File: src/rtl/keypad_pkg.sv
// Shared types and helpers for the 4x4 keypad column scanner.
package keypad_pkg;

    typedef enum logic [1:0] {
        SCAN,
        CAPTURE,
        WAIT_RELEASE
    } scan_state_t;

    localparam int NUM_COLS = 4;
    localparam int NUM_ROWS = 4;

    // Returns {valid, idx}; valid is set only when exactly one bit of v is high.
    function automatic logic [2:0] onehot_to_idx(input logic [3:0] v);
        logic [2:0] r;
        r = 3'b000;
        case (v)
            4'b0001: r = 3'b100;
            4'b0010: r = 3'b101;
            4'b0100: r = 3'b110;
            4'b1000: r = 3'b111;
            default: r = 3'b000;
        endcase
        return r;
    endfunction

endpackage

File: src/rtl/keypad_scanner_sync_2ff.sv
// Parameterised-width two-flop synchroniser for asynchronous keypad rows.
module sync_2ff #(
    parameter int                 WIDTH   = 4,
    parameter logic [WIDTH-1:0]   RST_VAL = '1
) (
    input  logic             clck_i,
    input  logic             rst_i,
    input  logic [WIDTH-1:0] d_i,
    output logic [WIDTH-1:0] q_o
);

    logic [WIDTH-1:0] meta_q;
    logic [WIDTH-1:0] sync_q;

    // NOTE: sequential state uses non-blocking assignments so both stages sample the pre-edge values.
    always_ff @(posedge clck_i or posedge rst_i) begin
        if (rst_i) begin
            meta_q <= RST_VAL;
            sync_q <= RST_VAL;
        end else begin
            meta_q <= d_i;
            sync_q <= meta_q;
        end
    end

    assign q_o = sync_q;

endmodule

File: src/rtl/keypad_scanner.sv
// Column-drive and key-encode stage: walks the columns, freezes on a detect,
// encodes {row, col} and waits for release before scanning resumes.
module keypad_scanner
    import keypad_pkg::*;
#(
    parameter int unsigned DWELL_CYCLES = 50000,
    parameter int unsigned BLANK_CYCLES = 20000
) (
    input  logic       clck_i,
    input  logic       rst_i,
    input  logic [3:0] filas_i,
    input  logic       deteccion_i,
    output logic [3:0] columnas_o,
    output logic [3:0] tecla_o,
    output logic       tecla_valid_o
);

    localparam int CNT_W = $clog2(DWELL_CYCLES);
    localparam int COL_W = $clog2(NUM_COLS);
    localparam logic [CNT_W-1:0] BLANK_LIM  = CNT_W'(BLANK_CYCLES);
    localparam logic [CNT_W-1:0] DWELL_LAST = CNT_W'(DWELL_CYCLES - 1);

    scan_state_t         state_q, state_d;
    logic [CNT_W-1:0]    cnt_q, cnt_d;
    logic [COL_W-1:0]    col_idx_q, col_idx_d;
    logic [3:0]          tecla_q, tecla_d;
    logic                tecla_valid_q, tecla_valid_d;
    logic [NUM_ROWS-1:0] filas_s;
    logic [2:0]          row_hit;

    sync_2ff #(
        .WIDTH   (NUM_ROWS),
        .RST_VAL ({NUM_ROWS{1'b1}})
    ) u_sync_filas (
        .clck_i (clck_i),
        .rst_i  (rst_i),
        .d_i    (filas_i),
        .q_o    (filas_s)
    );

    // Rows are active-low; a zero or multi-row pattern yields valid=0 and is dropped.
    assign row_hit = onehot_to_idx(~filas_s);

    always_comb begin
        // NOTE: every signal gets a default first so no path through the case infers a latch.
        state_d       = state_q;
        cnt_d         = cnt_q;
        col_idx_d     = col_idx_q;
        tecla_d       = tecla_q;
        tecla_valid_d = 1'b0;

        unique case (state_q)
            SCAN: begin
                // Detect wins over the column advance so a press on the last dwell cycle is kept.
                if (cnt_q >= BLANK_LIM && deteccion_i) begin
                    state_d = CAPTURE;
                end else if (cnt_q == DWELL_LAST) begin
                    cnt_d     = '0;
                    col_idx_d = col_idx_q + 1'b1;
                end else begin
                    cnt_d = cnt_q + 1'b1;
                end
            end
            CAPTURE: begin
                if (row_hit[2]) begin
                    tecla_d       = {row_hit[1:0], col_idx_q};
                    tecla_valid_d = 1'b1;
                end
                state_d = WAIT_RELEASE;
            end
            WAIT_RELEASE: begin
                if (!deteccion_i) begin
                    cnt_d     = '0;
                    col_idx_d = col_idx_q + 1'b1;
                    state_d   = SCAN;
                end
            end
            default: state_d = SCAN;
        endcase
    end

    always_ff @(posedge clck_i or posedge rst_i) begin
        if (rst_i) begin
            state_q       <= SCAN;
            cnt_q         <= '0;
            col_idx_q     <= '0;
            tecla_q       <= 4'h0;
            tecla_valid_q <= 1'b0;
        end else begin
            state_q       <= state_d;
            cnt_q         <= cnt_d;
            col_idx_q     <= col_idx_d;
            tecla_q       <= tecla_d;
            tecla_valid_q <= tecla_valid_d;
        end
    end

    assign columnas_o    = ~(4'b0001 << col_idx_q);
    assign tecla_o       = tecla_q;
    assign tecla_valid_o = tecla_valid_q;

endmodule

File: config.mk
export PLATFORM = sky130hd
export DESIGN_NAME = keypad_scanner
export DESIGN_NICKNAME = d
export VERILOG_FILES = /design/src/rtl/keypad_pkg.sv /design/src/rtl/keypad_scanner_sync_2ff.sv /design/src/rtl/keypad_scanner.sv
export SDC_FILE = /design/constraint.sdc
export NUM_CORES = 1
export LEC_CHECK = 0
export ABC_CLOCK_PERIOD_IN_PS = 3000
export CORE_MARGIN = 2
export CORE_UTILIZATION = 25
export DETAILED_ROUTE_END_ITERATION = 8
export GPL_TIMING_DRIVEN = 0
export SLEW_MARGIN = 20
export SYNTH_ARGS = -nofsm -noshare
export SYNTH_HDL_FRONTEND = slang
export SYNTH_SLANG_ARGS = --single-unit
File: constraint.sdc
create_clock -name clck_i -period 3 [get_ports clck_i]
set_input_delay 0.6 -clock clck_i [delete_from_list [all_inputs] [get_ports clck_i]]
set_output_delay 0.6 -clock clck_i [all_outputs]
set_load 0.01 [all_outputs]
# Yosys cells after proc, flatten, opt, wreduce, memory -nomap -nowiden
# Index checks and enable logic that the tools add are counted.
# totals
ff_bits	33
wordCells	45
# classes
n_addsub	2
order_cmp	1
eq_ne	11
n_shift	1
mux	14
bitwise_logic	2
n_reduce_logical	7
# ops
op	count
$mux 16	3
$pmux 16 s2	1
$add 16x1->16 const B	1
$eq 16x16->1 const B	1
$ge 16x15->1 const B	1
$pmux 3 s4	1
$mux 2	5
$ne 2x2->1 const B	4
$not 4->4	2
$pmux 2 s3	1
$eq 4x1->1 const B	1
$eq 4x2->1 const B	1
$eq 4x3->1 const B	1
$eq 4x4->1 const B	1
$pmux 2 s2	1
$reduce_and 2->1	2
$reduce_and 4->1	1
$shl 1x2->4 const A	1
$reduce_and 3->1	1
$add 2x1->2 const B	1
$eq 2x1->1 const B	1
$eq 2x2->1 const B	1
$logic_not 2->1	1
$mux 1	2
other kinds (2)	2

# Logic depth before layout (Yosys ltp)
# depth
word_depth	5
ltp_mapped	8

# Hierarchy
# A second synthesis with hierarchy kept.
# unflattened
hier_cells	182
area_unflattened_um2	1750.4
# by_module_without_submodules
mod	instances	cells_each	area_per_inst_um2
keypad_scanner	1	173	1536.5
sync_2ff	1	9	214.0

# Worst setup path after synthesis
# No wires, ideal clock.
# synth_timing
path_kind	register to register
startpoint	register cnt_q[12]
endpoint	register col_idx_q[1]
t_arrival_ns	2.033
path_slack_ns	0.842
stages_incl_launch_ff	6
n_path_buf	0
period_less_slack_ns	2.158
path_cell_list	dfrtp_1 > or3b_4 > nor4_4 > a21oi_2 > or3_4 > mux2_4
# synth_between
elab_chain_len	4
# synth_lines
item	line_no	text
start: declaration	keypad_scanner.sv:24	logic [CNT_W-1:0] cnt_q, cnt_d;
start signal: assignment	keypad_scanner.sv:91	cnt_q <= cnt_d;
$ge 16x15->1	keypad_scanner.sv:55	if (cnt_q >= BLANK_LIM && deteccion_i) begin
$logic_and 1x1->1	keypad_scanner.sv:55	
$ne 2x2->1 (no source line)	n/a	
$reduce_and 4->1 (no source line) (*)	n/a	
end signal: assignment	keypad_scanner.sv:92	col_idx_q <= col_idx_d;
end: declaration	keypad_scanner.sv:25	logic [COL_W-1:0] col_idx_q, col_idx_d;
# Mark *: on every way between the ends. The rest lies on a longest branch, timed or not.
# A chain may end at the register's enable or synchronous reset.

# Final worst setup path
# layout_timing
startpoint	register cnt_q[0]
endpoint	register col_idx_q[1]
# The elaborated chain is that of the path after synthesis.

==> results.ini <==
[logic_synthesis]
syn_avg_cell_area_um2=9.55
yosys-top-cells-area=dfrtp_1 36%, dfstp_2 12%, ha_1 4.3%, inv_1 3.9%, a21oi_1 3.2%
synthArstFlopShare_pct=100
synth_edf_count=0
yosysSeqAreaShare_pct=48.3
netlist-cell-type-count=44
synth_area_um2=1730
syn_nets=194
synth-seq-cells=33
synth_warnings=0
synth_top_cell_by_area=dfrtp_1
synth_flop_cell=dfrtp_1
syn_inst=181
synth_top_cell_area_share_pct=36.2

[floorplan]
die_w_um=87.2
num_rows=30
coreArea_um2=6760
io_pins=16
die_y_um=87.2
dieArea_um2=7600
start_util_pct=25.6

[cells_and_area]
n_antenna_cell=0
fin_area_um2=2100
area_growth_pct=21.2
final_nets=216
fin_util_pct=31.0
drive_gt1_share_pct=14.7

[global_route]
grt_max_degree=34
grt_pass1_vias=1313
grt_pass1_wl_um=6130
overflow=0
antenna_found_initial=0
grt_util_all_layers_pct=10.3

[route]
viasPerCell=4.98
wl_per_cell_um=12.2
drtAntennaViolNets=0
drtIter0Drc=120
drt-pass1-iter-count=4
wl_um=3470
vias=1415
drc_errors=0

[clock_network]
worstSkewPairLatency_ps=280
clk_pin_slew_worst_paths_ps=70
clk_path_buf_depth=2
cts_sinks=33
numCtsBuffers=5
htree_levels=2
cts-root-buf=clkbuf_8
postCtsHoldBufs=0
cts_setup_buffers=0
tritoncts=yes
post_cts_resized=0

[sta]
worst_pin_slew_ps=670
slew_headroom_pct=55.3
rsz0062_at_grt=false
period_share_pct=82.0
post-route-min-period_ps=2460
finalSetupViolCount=0
slew_viol_final=0
tns_ps=0
finalHoldViolations=0
fmax_mhz=406
finalClockSkew_ps=8.32

[worst_setup_path]
cpPeakStageDelay_ps=440
crit_path_start_kind=flop
path_cells=ha_1, nand3_1, nor4_4, a21oi_2, or3_4, mux2_4
path_class=flop to flop
crit_path_end_kind=flop
worstPathArrival_ps=2630
critPathSlowestCell=nor4_4
cp.required_ps=3170
critPathMaxFanout=9

[place]
gp_congestion=0.799
dp_hpwl_um=2410
post_dp_cell_area_um2=1980
port_buffers=15

[power_and_ir_drop]
powerDensity_nw_per_um2=760
irDropWorstVdd_uv=267
p_total_mw=1.59
p_leak_nw=0.841

[flow_run]
maxCapViolations=0

[min_path]
hold_path.class=flop to flop

[outcome]
outcome=finished, final reports clean

Yosys cell counts (3+ instances only):
library cell and instances:
inv_1 18, o41ai_1 3, or2_2 3, nand3_1 9, a21oi_1 11, nand4_1 6, dfrtp_1 25, nand2_1 11
a211oi_1 5, nand2b_1 3, nor3_1 6, o21ai_0 11, dfstp_2 8, clkbuf_1 3, o22ai_1 4, nor4_1 3
o21ai_1 3, ha_1 6, nor2_1 12
power breakdown:
group	switching [mW]	internal, mW	leakage (nW)
Combinational	0.238	0.228	0.366
Sequential	0.136	0.558	0.417
Clock	0.161	0.271	0.0585
registers in the layout, indices dropped and copies added, names as in the netlist:
register             count
cnt_q                   16
tecla_o                  4
u_sync_filas.meta_q      4
u_sync_filas.q_o         4
col_idx_q                2
state_q                  2
tecla_valid_o            1
area by class of cell:
class | count | area (µm²)
inverters | 18 | 67.6
repair buffers | 15 | 150
clock inverters | 1 | 30.0
fillers | 710 | 4660
plain buffers | 5 | 21.3
flip-flops and latches | 33 | 836
well taps | 80 | 100
multi-input cells | 125 | 805
clock buffers | 7 | 86.3
cells by family (layout without fill, tap and decap cells):
logic type                 after synthesis  in the layout  synth area share, %
adders and majority gates                6              6                 4.34
and+or+nand+nor                         65             65                 21.0
DFF                                     33             33                 48.3
buffers and inverters                   23             46                 5.14
AOI/OAI and AO/OA                       48             48                 17.4
muxes                                    4              4                 2.75
xor gates and xnor gates                 2              2                 1.01
per-layer routing:
metal	GRT usage [%]	share of wire [%]	wire (µm)
met3	2.56	4.0	137
met5	0	0	0
met4	3.36	1.3	44
met1	14.1	49	1710
met2	15.9	45	1570
path summary, 6_finish.rpt:
kind / cells after the start / from / slack (ps) / endpoint
min in group asynchronous: 2 / rst_i / 730 / cnt_q[2]
worst max register to register: 6 / cnt_q[0] / 540 / col_idx_q[1]
worst max-delay path: 6 / cnt_q[0] / 540 / col_idx_q[1]
max in group asynchronous: 2 / rst_i / 1830 / tecla_o[3]
worst min-delay path: 0 / u_sync_filas.meta_q[1] / 360 / u_sync_filas.q_o[1]
worst min register to register: 0 / u_sync_filas.meta_q[1] / 360 / u_sync_filas.q_o[1]
through the flow:
step           instances  setup WS (ps)  hold slack [ps]
6_report             284            539              356
4_1_cts              284            533              357
3_5_place_dp         276            575              347
2_1_floorplan        181            842              345
5_1_grt              284            332              361
3_3_place_gp         276            580              346
placed cells by master (no fill, tap or decap), types with 2 or more instances in the layout:
master           instances
inv_1                   17
dfrtp_1                 25
clkbuf_8                 6
clkbuf_1                 4
nor2_1                  12
nand2b_1                 3
nor3_1                   6
dfstp_2                  8
nand2_1                 11
buf_2                    2
or4_1                    2
a211oi_1                 5
o31ai_1                  2
nor4_1                   3
o21bai_1                 2
o41ai_1                  3
or2_2                    3
clkdlybuf4s50_1         15
mux2_2                   2
nand3_1                  9
xnor2_1                  2
o21ai_1                  3
nand4_1                  6
ha_1                     6
o22ai_1                  4
a21oi_1                 11
o21ai_0                 11
critical path: cells and delay by family, from the launching register on:
kind | cells | cell delay, ps
AOI/OAI and AO/OA | 1 | 240
adders and majority gates | 1 | 240
DFF | 1 | 430
muxes | 1 | 300
and+or+nand+nor | 3 | 1130
Note: power is estimated with default switching activity, not from simulation.
